## src/rtl/rv_pkg.sv

```systemverilog
// Shared RISC-V decode definitions: opcode classes, decode stall-FSM states, immediate generation.
package rv_pkg;

    localparam logic [6:0] OPC_LOAD     = 7'b0000011;
    localparam logic [6:0] OPC_STORE    = 7'b0100011;
    localparam logic [6:0] OPC_BRANCH   = 7'b1100011;
    localparam logic [6:0] OPC_JAL      = 7'b1101111;
    localparam logic [6:0] OPC_JALR     = 7'b1100111;
    localparam logic [6:0] OPC_OP_IMM   = 7'b0010011;
    localparam logic [6:0] OPC_OP_IMM32 = 7'b0011011;
    localparam logic [6:0] OPC_OP       = 7'b0110011;
    localparam logic [6:0] OPC_OP32     = 7'b0111011;
    localparam logic [6:0] OPC_LUI      = 7'b0110111;
    localparam logic [6:0] OPC_AUIPC    = 7'b0010111;
    localparam logic [6:0] OPC_SYSTEM   = 7'b1110011;

    typedef enum logic {RUN = 1'b0, BR_WAIT = 1'b1} state_t;

    // 64-bit immediate; narrower datapaths truncate (sign is already replicated).
    function automatic logic [63:0] imm_gen(input logic [31:0] ir, input logic xlen64);
        logic [63:0] imm;
        logic        is_shift;
        imm      = '0;
        is_shift = (ir[14:12] == 3'b001) || (ir[14:12] == 3'b101);
        case (ir[6:0])
            OPC_LOAD, OPC_JALR, OPC_SYSTEM:
                imm = {{52{ir[31]}}, ir[31:20]};
            OPC_OP_IMM:
                if (is_shift) imm = xlen64 ? {58'd0, ir[25:20]} : {59'd0, ir[24:20]};
                else          imm = {{52{ir[31]}}, ir[31:20]};
            OPC_OP_IMM32:
                if (is_shift) imm = {59'd0, ir[24:20]};
                else          imm = {{52{ir[31]}}, ir[31:20]};
            OPC_STORE:
                imm = {{52{ir[31]}}, ir[31:25], ir[11:7]};
            OPC_BRANCH:
                imm = {{51{ir[31]}}, ir[31], ir[7], ir[30:25], ir[11:8], 1'b0};
            OPC_LUI, OPC_AUIPC:
                imm = {{32{ir[31]}}, ir[31:12], 12'd0};
            OPC_JAL:
                imm = {{43{ir[31]}}, ir[31], ir[19:12], ir[20], ir[30:21], 1'b0};
            default:
                imm = '0;
        endcase
        return imm;
    endfunction

endpackage

```

## src/rtl/decode_issue_stage_if.sv

```systemverilog
// DE-side, forwarding, hazard and EXE-register signals of the decode/issue stage.
interface decode_issue_stage_if #(
    parameter int unsigned XLEN = 64,
    parameter int unsigned NFWD = 2
);
    logic               de_v;
    logic [31:0]        de_ir;
    logic [XLEN-1:0]    de_npc;
    logic [XLEN-1:0]    rf_rs1;
    logic [XLEN-1:0]    rf_rs2;
    logic [NFWD-1:0]    fwd_v;
    logic [5*NFWD-1:0]  fwd_rd;
    logic [XLEN*NFWD-1:0] fwd_data;
    logic               exe_ld_v;
    logic [4:0]         exe_ld_rd;
    logic               mem_stall;
    logic               br_resolve;
    logic               flush;
    logic               de_ready;
    logic               exe_v;
    logic               exe_ecall;
    logic [31:0]        exe_ir;
    logic [XLEN-1:0]    exe_npc;
    logic [XLEN-1:0]    exe_op1;
    logic [XLEN-1:0]    exe_op2;
    logic [XLEN-1:0]    exe_st_data;
    logic [XLEN-1:0]    exe_imm;

    modport master (
        output de_v, de_ir, de_npc, rf_rs1, rf_rs2, fwd_v, fwd_rd, fwd_data,
               exe_ld_v, exe_ld_rd, mem_stall, br_resolve, flush,
        input  de_ready, exe_v, exe_ecall, exe_ir, exe_npc, exe_op1, exe_op2,
               exe_st_data, exe_imm
    );

    modport slave (
        input  de_v, de_ir, de_npc, rf_rs1, rf_rs2, fwd_v, fwd_rd, fwd_data,
               exe_ld_v, exe_ld_rd, mem_stall, br_resolve, flush,
        output de_ready, exe_v, exe_ecall, exe_ir, exe_npc, exe_op1, exe_op2,
               exe_st_data, exe_imm
    );
endinterface

```

## src/rtl/operand_fwd_mux.sv

```systemverilog
// Priority operand select: x0 forces zero, else lowest-index matching forward source, else RF data.
module operand_fwd_mux #(
    parameter int unsigned XLEN = 64,
    parameter int unsigned NFWD = 2
) (
    input  logic [4:0]           rs,
    input  logic [XLEN-1:0]      rf,
    input  logic [NFWD-1:0]      fwd_v,
    input  logic [5*NFWD-1:0]    fwd_rd,
    input  logic [XLEN*NFWD-1:0] fwd_data,
    output logic [XLEN-1:0]      operand_c
);
    always_comb begin
        operand_c = rf;
        // Walk oldest to youngest so the lowest matching index is left standing.
        for (int i = int'(NFWD) - 1; i >= 0; i--) begin
            if (fwd_v[i] && (fwd_rd[i*5 +: 5] == rs)) operand_c = fwd_data[i*XLEN +: XLEN];
        end
        if (rs == 5'd0) operand_c = '0;
    end
endmodule

```

## src/rtl/decode_issue_stage.sv

```systemverilog
// Decode/issue stage: immediates, forwarded operand select, load-use interlock,
// branch-wait FSM and the DE->EXE pipeline register.
module decode_issue_stage
    import rv_pkg::*;
#(
    parameter int unsigned XLEN = 64,
    parameter int unsigned NFWD = 2
) (
    input logic                  CLK,
    input logic                  reset,
    decode_issue_stage_if.slave  bus
);
    logic [6:0]      opc;
    logic [4:0]      rs1;
    logic [4:0]      rs2;
    logic [XLEN-1:0] rs1_val;
    logic [XLEN-1:0] rs2_val;
    logic [XLEN-1:0] imm;
    logic [XLEN-1:0] op1;
    logic [XLEN-1:0] op2;
    logic            is_ctl;
    logic            uses_rs1;
    logic            uses_rs2;
    logic            is_ecall;
    logic            lu;
    logic            issue;
    state_t          state;

    assign opc = bus.de_ir[6:0];
    assign rs1 = bus.de_ir[19:15];
    assign rs2 = bus.de_ir[24:20];

    operand_fwd_mux #(.XLEN(XLEN), .NFWD(NFWD)) u_fwd_rs1 (
        .rs(rs1), .rf(bus.rf_rs1), .fwd_v(bus.fwd_v), .fwd_rd(bus.fwd_rd),
        .fwd_data(bus.fwd_data), .operand_c(rs1_val)
    );

    operand_fwd_mux #(.XLEN(XLEN), .NFWD(NFWD)) u_fwd_rs2 (
        .rs(rs2), .rf(bus.rf_rs2), .fwd_v(bus.fwd_v), .fwd_rd(bus.fwd_rd),
        .fwd_data(bus.fwd_data), .operand_c(rs2_val)
    );

    assign imm      = XLEN'(imm_gen(bus.de_ir, XLEN == 64));
    assign is_ctl   = (opc == OPC_BRANCH) || (opc == OPC_JAL) || (opc == OPC_JALR);
    assign uses_rs1 = !((opc == OPC_LUI) || (opc == OPC_AUIPC) || (opc == OPC_JAL));
    assign uses_rs2 = (opc == OPC_STORE) || (opc == OPC_BRANCH) || (opc == OPC_OP) || (opc == OPC_OP32);
    assign is_ecall = (bus.de_ir == 32'h0000_0073);

    // Load-use interlock against the load currently in EXE.
    assign lu = bus.de_v && bus.exe_ld_v && (bus.exe_ld_rd != 5'd0) &&
                ((uses_rs1 && (bus.exe_ld_rd == rs1)) || (uses_rs2 && (bus.exe_ld_rd == rs2)));

    assign bus.de_ready = !bus.mem_stall && !lu && (state == RUN);
    assign issue        = bus.de_ready && bus.de_v && !bus.flush;

    always_comb begin
        op1 = rs1_val;
        if ((opc == OPC_AUIPC) || (opc == OPC_JAL) || (opc == OPC_JALR)) op1 = bus.de_npc;
        else if (opc == OPC_LUI)                                         op1 = '0;
    end

    // Jumps carry the target offset in exe_imm and the link increment in op2.
    always_comb begin
        op2 = imm;
        if ((opc == OPC_OP) || (opc == OPC_OP32) || (opc == OPC_BRANCH)) op2 = rs2_val;
        else if ((opc == OPC_JAL) || (opc == OPC_JALR))                  op2 = XLEN'(4);
    end

    always_ff @(posedge CLK) begin
        if (reset) begin
            state           <= RUN;
            bus.exe_v       <= 1'b0;
            bus.exe_ecall   <= 1'b0;
            bus.exe_ir      <= '0;
            bus.exe_npc     <= '0;
            bus.exe_op1     <= '0;
            bus.exe_op2     <= '0;
            bus.exe_st_data <= '0;
            bus.exe_imm     <= '0;
        end else begin
            if (bus.flush || ((state == BR_WAIT) && bus.br_resolve)) state <= RUN;
            else if (issue && is_ctl)                                 state <= BR_WAIT;

            if (!bus.mem_stall) begin
                if (issue) begin
                    bus.exe_v       <= 1'b1;
                    bus.exe_ecall   <= is_ecall;
                    bus.exe_ir      <= bus.de_ir;
                    bus.exe_npc     <= bus.de_npc;
                    bus.exe_op1     <= op1;
                    bus.exe_op2     <= op2;
                    bus.exe_st_data <= rs2_val;
                    bus.exe_imm     <= imm;
                end else begin
                    bus.exe_v       <= 1'b0;
                    bus.exe_ecall   <= 1'b0;
                    bus.exe_ir      <= '0;
                    bus.exe_npc     <= '0;
                    bus.exe_op1     <= '0;
                    bus.exe_op2     <= '0;
                    bus.exe_st_data <= '0;
                    bus.exe_imm     <= '0;
                end
            end
        end
    end
endmodule

```

## src/flat_wrapper.sv

```systemverilog
// flat-port wrapper written by rule: the top's interface ports become plain ports
module decode_issue_stage_flat import rv_pkg::*;
#(
    parameter int unsigned XLEN = 64,
    parameter int unsigned NFWD = 2
)
  (CLK, reset, bus_de_v, bus_de_ir, bus_de_npc, bus_rf_rs1, bus_rf_rs2, bus_fwd_v, bus_fwd_rd, bus_fwd_data, bus_exe_ld_v, bus_exe_ld_rd, bus_mem_stall, bus_br_resolve, bus_flush, bus_de_ready, bus_exe_v, bus_exe_ecall, bus_exe_ir, bus_exe_npc, bus_exe_op1, bus_exe_op2, bus_exe_st_data, bus_exe_imm);
  decode_issue_stage_if #(.XLEN(XLEN), .NFWD(NFWD)) bus_i ();
  input logic CLK;
  input logic reset;
  input wire logic [$bits(bus_i.de_v)-1:0] bus_de_v;
  input wire logic [$bits(bus_i.de_ir)-1:0] bus_de_ir;
  input wire logic [$bits(bus_i.de_npc)-1:0] bus_de_npc;
  input wire logic [$bits(bus_i.rf_rs1)-1:0] bus_rf_rs1;
  input wire logic [$bits(bus_i.rf_rs2)-1:0] bus_rf_rs2;
  input wire logic [$bits(bus_i.fwd_v)-1:0] bus_fwd_v;
  input wire logic [$bits(bus_i.fwd_rd)-1:0] bus_fwd_rd;
  input wire logic [$bits(bus_i.fwd_data)-1:0] bus_fwd_data;
  input wire logic [$bits(bus_i.exe_ld_v)-1:0] bus_exe_ld_v;
  input wire logic [$bits(bus_i.exe_ld_rd)-1:0] bus_exe_ld_rd;
  input wire logic [$bits(bus_i.mem_stall)-1:0] bus_mem_stall;
  input wire logic [$bits(bus_i.br_resolve)-1:0] bus_br_resolve;
  input wire logic [$bits(bus_i.flush)-1:0] bus_flush;
  output wire logic [$bits(bus_i.de_ready)-1:0] bus_de_ready;
  output wire logic [$bits(bus_i.exe_v)-1:0] bus_exe_v;
  output wire logic [$bits(bus_i.exe_ecall)-1:0] bus_exe_ecall;
  output wire logic [$bits(bus_i.exe_ir)-1:0] bus_exe_ir;
  output wire logic [$bits(bus_i.exe_npc)-1:0] bus_exe_npc;
  output wire logic [$bits(bus_i.exe_op1)-1:0] bus_exe_op1;
  output wire logic [$bits(bus_i.exe_op2)-1:0] bus_exe_op2;
  output wire logic [$bits(bus_i.exe_st_data)-1:0] bus_exe_st_data;
  output wire logic [$bits(bus_i.exe_imm)-1:0] bus_exe_imm;
  assign bus_i.de_v = bus_de_v;
  assign bus_i.de_ir = bus_de_ir;
  assign bus_i.de_npc = bus_de_npc;
  assign bus_i.rf_rs1 = bus_rf_rs1;
  assign bus_i.rf_rs2 = bus_rf_rs2;
  assign bus_i.fwd_v = bus_fwd_v;
  assign bus_i.fwd_rd = bus_fwd_rd;
  assign bus_i.fwd_data = bus_fwd_data;
  assign bus_i.exe_ld_v = bus_exe_ld_v;
  assign bus_i.exe_ld_rd = bus_exe_ld_rd;
  assign bus_i.mem_stall = bus_mem_stall;
  assign bus_i.br_resolve = bus_br_resolve;
  assign bus_i.flush = bus_flush;
  assign bus_de_ready = bus_i.de_ready;
  assign bus_exe_v = bus_i.exe_v;
  assign bus_exe_ecall = bus_i.exe_ecall;
  assign bus_exe_ir = bus_i.exe_ir;
  assign bus_exe_npc = bus_i.exe_npc;
  assign bus_exe_op1 = bus_i.exe_op1;
  assign bus_exe_op2 = bus_i.exe_op2;
  assign bus_exe_st_data = bus_i.exe_st_data;
  assign bus_exe_imm = bus_i.exe_imm;
  decode_issue_stage #(.XLEN(XLEN), .NFWD(NFWD)) u_core (.CLK(CLK), .reset(reset), .bus(bus_i));
endmodule
```

## config.mk

```make
export PLATFORM = sky130hd
export DESIGN_NAME = decode_issue_stage_flat
export DESIGN_NICKNAME = d
export VERILOG_FILES = /design/src/rtl/rv_pkg.sv /design/src/rtl/decode_issue_stage_if.sv /design/src/rtl/operand_fwd_mux.sv /design/src/rtl/decode_issue_stage.sv /design/src/flat_wrapper.sv
export SDC_FILE = /design/constraint.sdc
export NUM_CORES = 1
export LEC_CHECK = 0
export CORE_AREA = 2 2 284 286
export CTS_CLUSTER_SIZE = 24
export DETAILED_ROUTE_END_ITERATION = 10
export DIE_AREA = 0 0 286 288
export REMOVE_ABC_BUFFERS = 1
export SLEW_MARGIN = 5
export SYNTH_ARGS = -nofsm -noshare
export SYNTH_HDL_FRONTEND = slang
export SYNTH_HIERARCHICAL = 1
export SYNTH_SLANG_ARGS = --single-unit
```

## constraint.sdc

```tcl
create_clock -name CLK -period 6.45 [get_ports CLK]
set_clock_uncertainty 0.2 [all_clocks]
set_input_delay 1.29 -clock CLK [delete_from_list [all_inputs] [get_ports CLK]]
set_output_delay 1.29 -clock CLK [all_outputs]
set_load 0.01 [all_outputs]
```

==> results.md <==
| Parameter | Reported |
| --- | --- |
| Status | finished, final reports clean |
| Clock Sinks | 323 |
| Number of distinct library cells after synthesis | 60 |
| Signed area change from the synthesized netlist to the final layout | 56.5% |
| Number of cells on the worst reg-to-reg path | 6 |
| CTS HTree Levels | 2 |
| CP dominant cell by count | sky130_fd_sc_hd__clkdlybuf4s50_1 |
| Area taken by multi-input logic gates | 8780 um^2 |
| Hold WS | 254 ps |
| Post-detailed-route count of antenna-violating nets | 0 |
| Data arrival, critical path | 4280 ps |
| RSZ-0062 raised after global routing | no |
| Total clock buffers created by CTS | 41 |
| Global Route met3 Usage | 5.28% |
| Antenna violations before repair | 3 |
| Max-Cap Viols | 0 |
| Largest fanout of any net on the critical path | 14 |
| Synth Register Bits | 323 |
| I/O pin count | 731 |
| Aggregate negative setup slack | 0 ps |
| Post-cts sizing count | 0 |
| Proportion of layout cells with a drive suffix above 1 | 5.66% |
| Register-to-register setup slack | 3170 ps |
| Number of filler cells placed in the layout | 8432 |
| Most used routing layer | met2 |
| Area used by sequential logic in the layout | 6470 um^2 |
| Element type at the critical path end | primary output |
| Minimum clock period after layout | 5770 ps |
| Initial Utilization | 20.6% |
| Post-synthesis share of cell area spent on full adders, half adders and majority gates | 0% |
| Pre-CTS setup slack | 745 ps |
| Total grt overflow | 0 |
| Synthesized instance count | 2074 |
| Number of flops mapped to enable cells by yosys | 0 |
| Number of rows in the core area | 104 |
| Largest family of logic cells by synthesized area | compound AO/OA/AOI/OAI gates |
| Overall fraction of global-route tracks in use | 22.0% |
| Core Region | 79600 um^2 |
| Leak pwr | 8.53 nW |
| Global routing met2 resource utilization | 35.6% |
| Sequential element share of the synthesized area | 39.4% |
| CTS root buf | sky130_fd_sc_hd__clkbuf_16 |
| Clk pin slew, worst setup/hold paths | 60 ps |
| Number of global-route vias before repair | 19.1k |
| DIE HEIGHT | 288 um |
| Clk_lat worst skew | 560 ps |
| Achievable Freq | 173 MHz |
| Avg Vias per Cell | 5.36 |
| Number of violations reported at the end of detailed-routing iteration 0 | 1670 |
| Average routed wire per standard cell | 26.0 um |
| Number of design rule violations left after detail routing | 0 |
| Share of flip-flops with an asynchronous set or reset | 0% |
| Clock tree from TritonCTS | done |
| Port buffer count | 730 |
| Global-route wire length before repair | 135000 um |
| Final Wtd Congestion | 0.899 |
| Worst min-delay path category | register to register |
| Startpoint of the worst register-to-register path | u_core/state |
| Post-synth top flop | sky130_fd_sc_hd__dfxtp_1 |
| Netlist area before placement | 16400 um^2 |
| Detailed-router iteration count before antenna repair | 6 |
| Worst-case vdd ir drop | 0.205 mV |
| Least-Margin Pin Slew | 1290 ps |
| Critical R2R Capture | u_core/bus.exe_op2[17] |
| CP cell instances | clkdlybuf4s50_1 -> and4b_1 -> and3_1 -> or2_2 -> o21ai_2 -> nor3_1 -> clkdlybuf4s50_1 |
| DP HPWL | 66700 um |
| Count of final max-slew check failures | 0 |
| Data required time of the critical path | 4960 ps |
| Final non-filler cell area | 25700 um^2 |
| Maximum clock insertion buffer count | 3 |
| Total power divided by cell area | 208 nW/um^2 |
| Hold-fix buffers at CTS | 0 |
| Compound-Gate Fraction of Synth Area | 28.7% |
| Hold Path Depth | 2 |
| Multiplexer share of the synthesized area | 0% |
| Count of buffers added by post-CTS timing repair for setup | 0 |
| Final-stage net count | 2995 |
| Xor and xnor fraction of the mapped netlist area | 1.60% |
| Most frequent standard cell in the layout excluding fill and tap cells | sky130_fd_sc_hd__clkdlybuf4s50_1 |
| Critical path buffer and inverter count | 2 |
| Via count of the routed design | 19.9k |
| Final setup fails | 0 |
| Largest stage delay on the critical path | 700 ps |
| Commonest cells after routing, fill and taps aside | sky130_fd_sc_hd__clkdlybuf4s50_1 (727), sky130_fd_sc_hd__dfxtp_1 (323), sky130_fd_sc_hd__a22oi_1 (240) |
| Crit Path Category | input port to primary output |
| Dpl cell area | 24400 um^2 |
| Avg Synthesized Cell Area | 7.92 um^2 |
| Worst Min Path Start | u_core/bus.exe_op2[39] |
| Least setup slack across all paths after layout | 683 ps |
| Cell type of the slowest stage on the worst timing path | sky130_fd_sc_hd__o21ai_2 |
| Slew margin rel. | 14.1% |
| Post-synthesis simple-gate area fraction | 22.4% |
| Family with the most delay on the worst path | buffers and inverters |
| Yosys warnings | 6 |
| Crit path launch type | input port |
| Period utilization | 89.4% |
| Final Util | 32.3% |
| Min-Delay Endpoint | u_core/bus.exe_op2[39] |
| DIE WIDTH | 286 um |
| Area of the die | 82400 um^2 |
| Global routing met1 resource utilization | 27.4% |
| Final-report hold violation count | 0 |
| Final Routed Wirelength | 96500 um |
| Largest net degree at the start of global routing | 98 |
-- tightest hold or removal path, stage by stage (launching register included) --
cell and delay [ps]:
sky130_fd_sc_hd__dfxtp_1 320, sky130_fd_sc_hd__nand2_1 50, sky130_fd_sc_hd__o21ai_0 50
-- area by class of cell --
cell class | count | share of cell area [%]
sequential | 323 | 25.1
multi-input combinational | 1469 | 34.1
inverter | 3 | 0.0438
timing repair buffer | 781 | 30.3
clock buffer | 62 | 4.89
antenna | 3 | 0.0292
tap | 1060 | 5.16
clock inverter | 12 | 0.345
-- sequential cells by signal, summed over array words and instances, names as in the netlist --
| signal | cells |
|---|---|
| u_core/bus.exe_op2 | 64 |
| u_core/bus.exe_st_data | 64 |
| u_core/bus.exe_npc | 64 |
| u_core/bus.exe_op1 | 64 |
| u_core/bus.exe_v | 1 |
| u_core/state | 1 |
| u_core/bus.exe_ir | 32 |
| u_core/bus.exe_imm | 32 |
| u_core/bus.exe_ecall | 1 |
-- report_power, final --
group	internal, W	switching (W)
clock network	0.00138	0.000979
registers	0.00203	0.0000218
logic	0.000399	0.000544
-- how the worst max path moves through the flow --
stage,start,end,slack [ps],depth (start not counted)
final,bus_de_ir[2],bus_de_ready,680,7
after global routing,bus_de_ir[2],bus_de_ready,550,7
after CTS,bus_de_ir[2],bus_de_ready,740,7
after detailed placement,bus_de_ir[2],bus_de_ready,750,7
after global placement,bus_de_ir[2],bus_de_ready,750,7
after floorplan,bus_de_ir[3],u_core/bus.exe_op2[0],-540,6
-- cell families (layout without fill, tap and decap cells) --
group,Yosys count,count (layout)
simple gates,784,784
compound gates,655,655
flops,323,323
buf+inv,282,858
xor+xnor,30,30
other cells,0,3
-- synthesized netlist by cell type, types with 13 or more instances --
library cell | number | area [um^2]
sky130_fd_sc_hd__a21oi_1 | 35 | 175
sky130_fd_sc_hd__a22oi_1 | 240 | 1800
sky130_fd_sc_hd__a311oi_1 | 120 | 1050
sky130_fd_sc_hd__a32oi_1 | 24 | 210
sky130_fd_sc_hd__and2_1 | 13 | 81.3
sky130_fd_sc_hd__buf_2 | 79 | 395
sky130_fd_sc_hd__buf_4 | 39 | 293
sky130_fd_sc_hd__clkbuf_1 | 161 | 604
sky130_fd_sc_hd__dfxtp_1 | 323 | 6470
sky130_fd_sc_hd__nand2_1 | 219 | 822
sky130_fd_sc_hd__nand3_1 | 15 | 75.1
sky130_fd_sc_hd__nand4_1 | 131 | 820
sky130_fd_sc_hd__nor2_1 | 224 | 841
sky130_fd_sc_hd__nor3_1 | 135 | 676
sky130_fd_sc_hd__o21ai_0 | 163 | 816
sky130_fd_sc_hd__xnor2_1 | 28 | 245
-- through the flow --
| stage | cells | power (W) |
|---|---|---|
| finish | 3713 | 0.00536 |
| global route | 3712 | 0.00554 |
| CTS | 3710 | 0.00540 |
| detailed placement | 3636 | 0.00302 |
| global placement | 3636 | 0.00302 |
| floorplan | 1795 | 0.00238 |
-- layer usage --
layer	wire length, um	vias to the layer above
li1	-	8860
met1	38500	9584
met2	44000	1218
met3	9150	256
met4	4930	0
met5	0	-
Power figures use the tool's default switching activity.
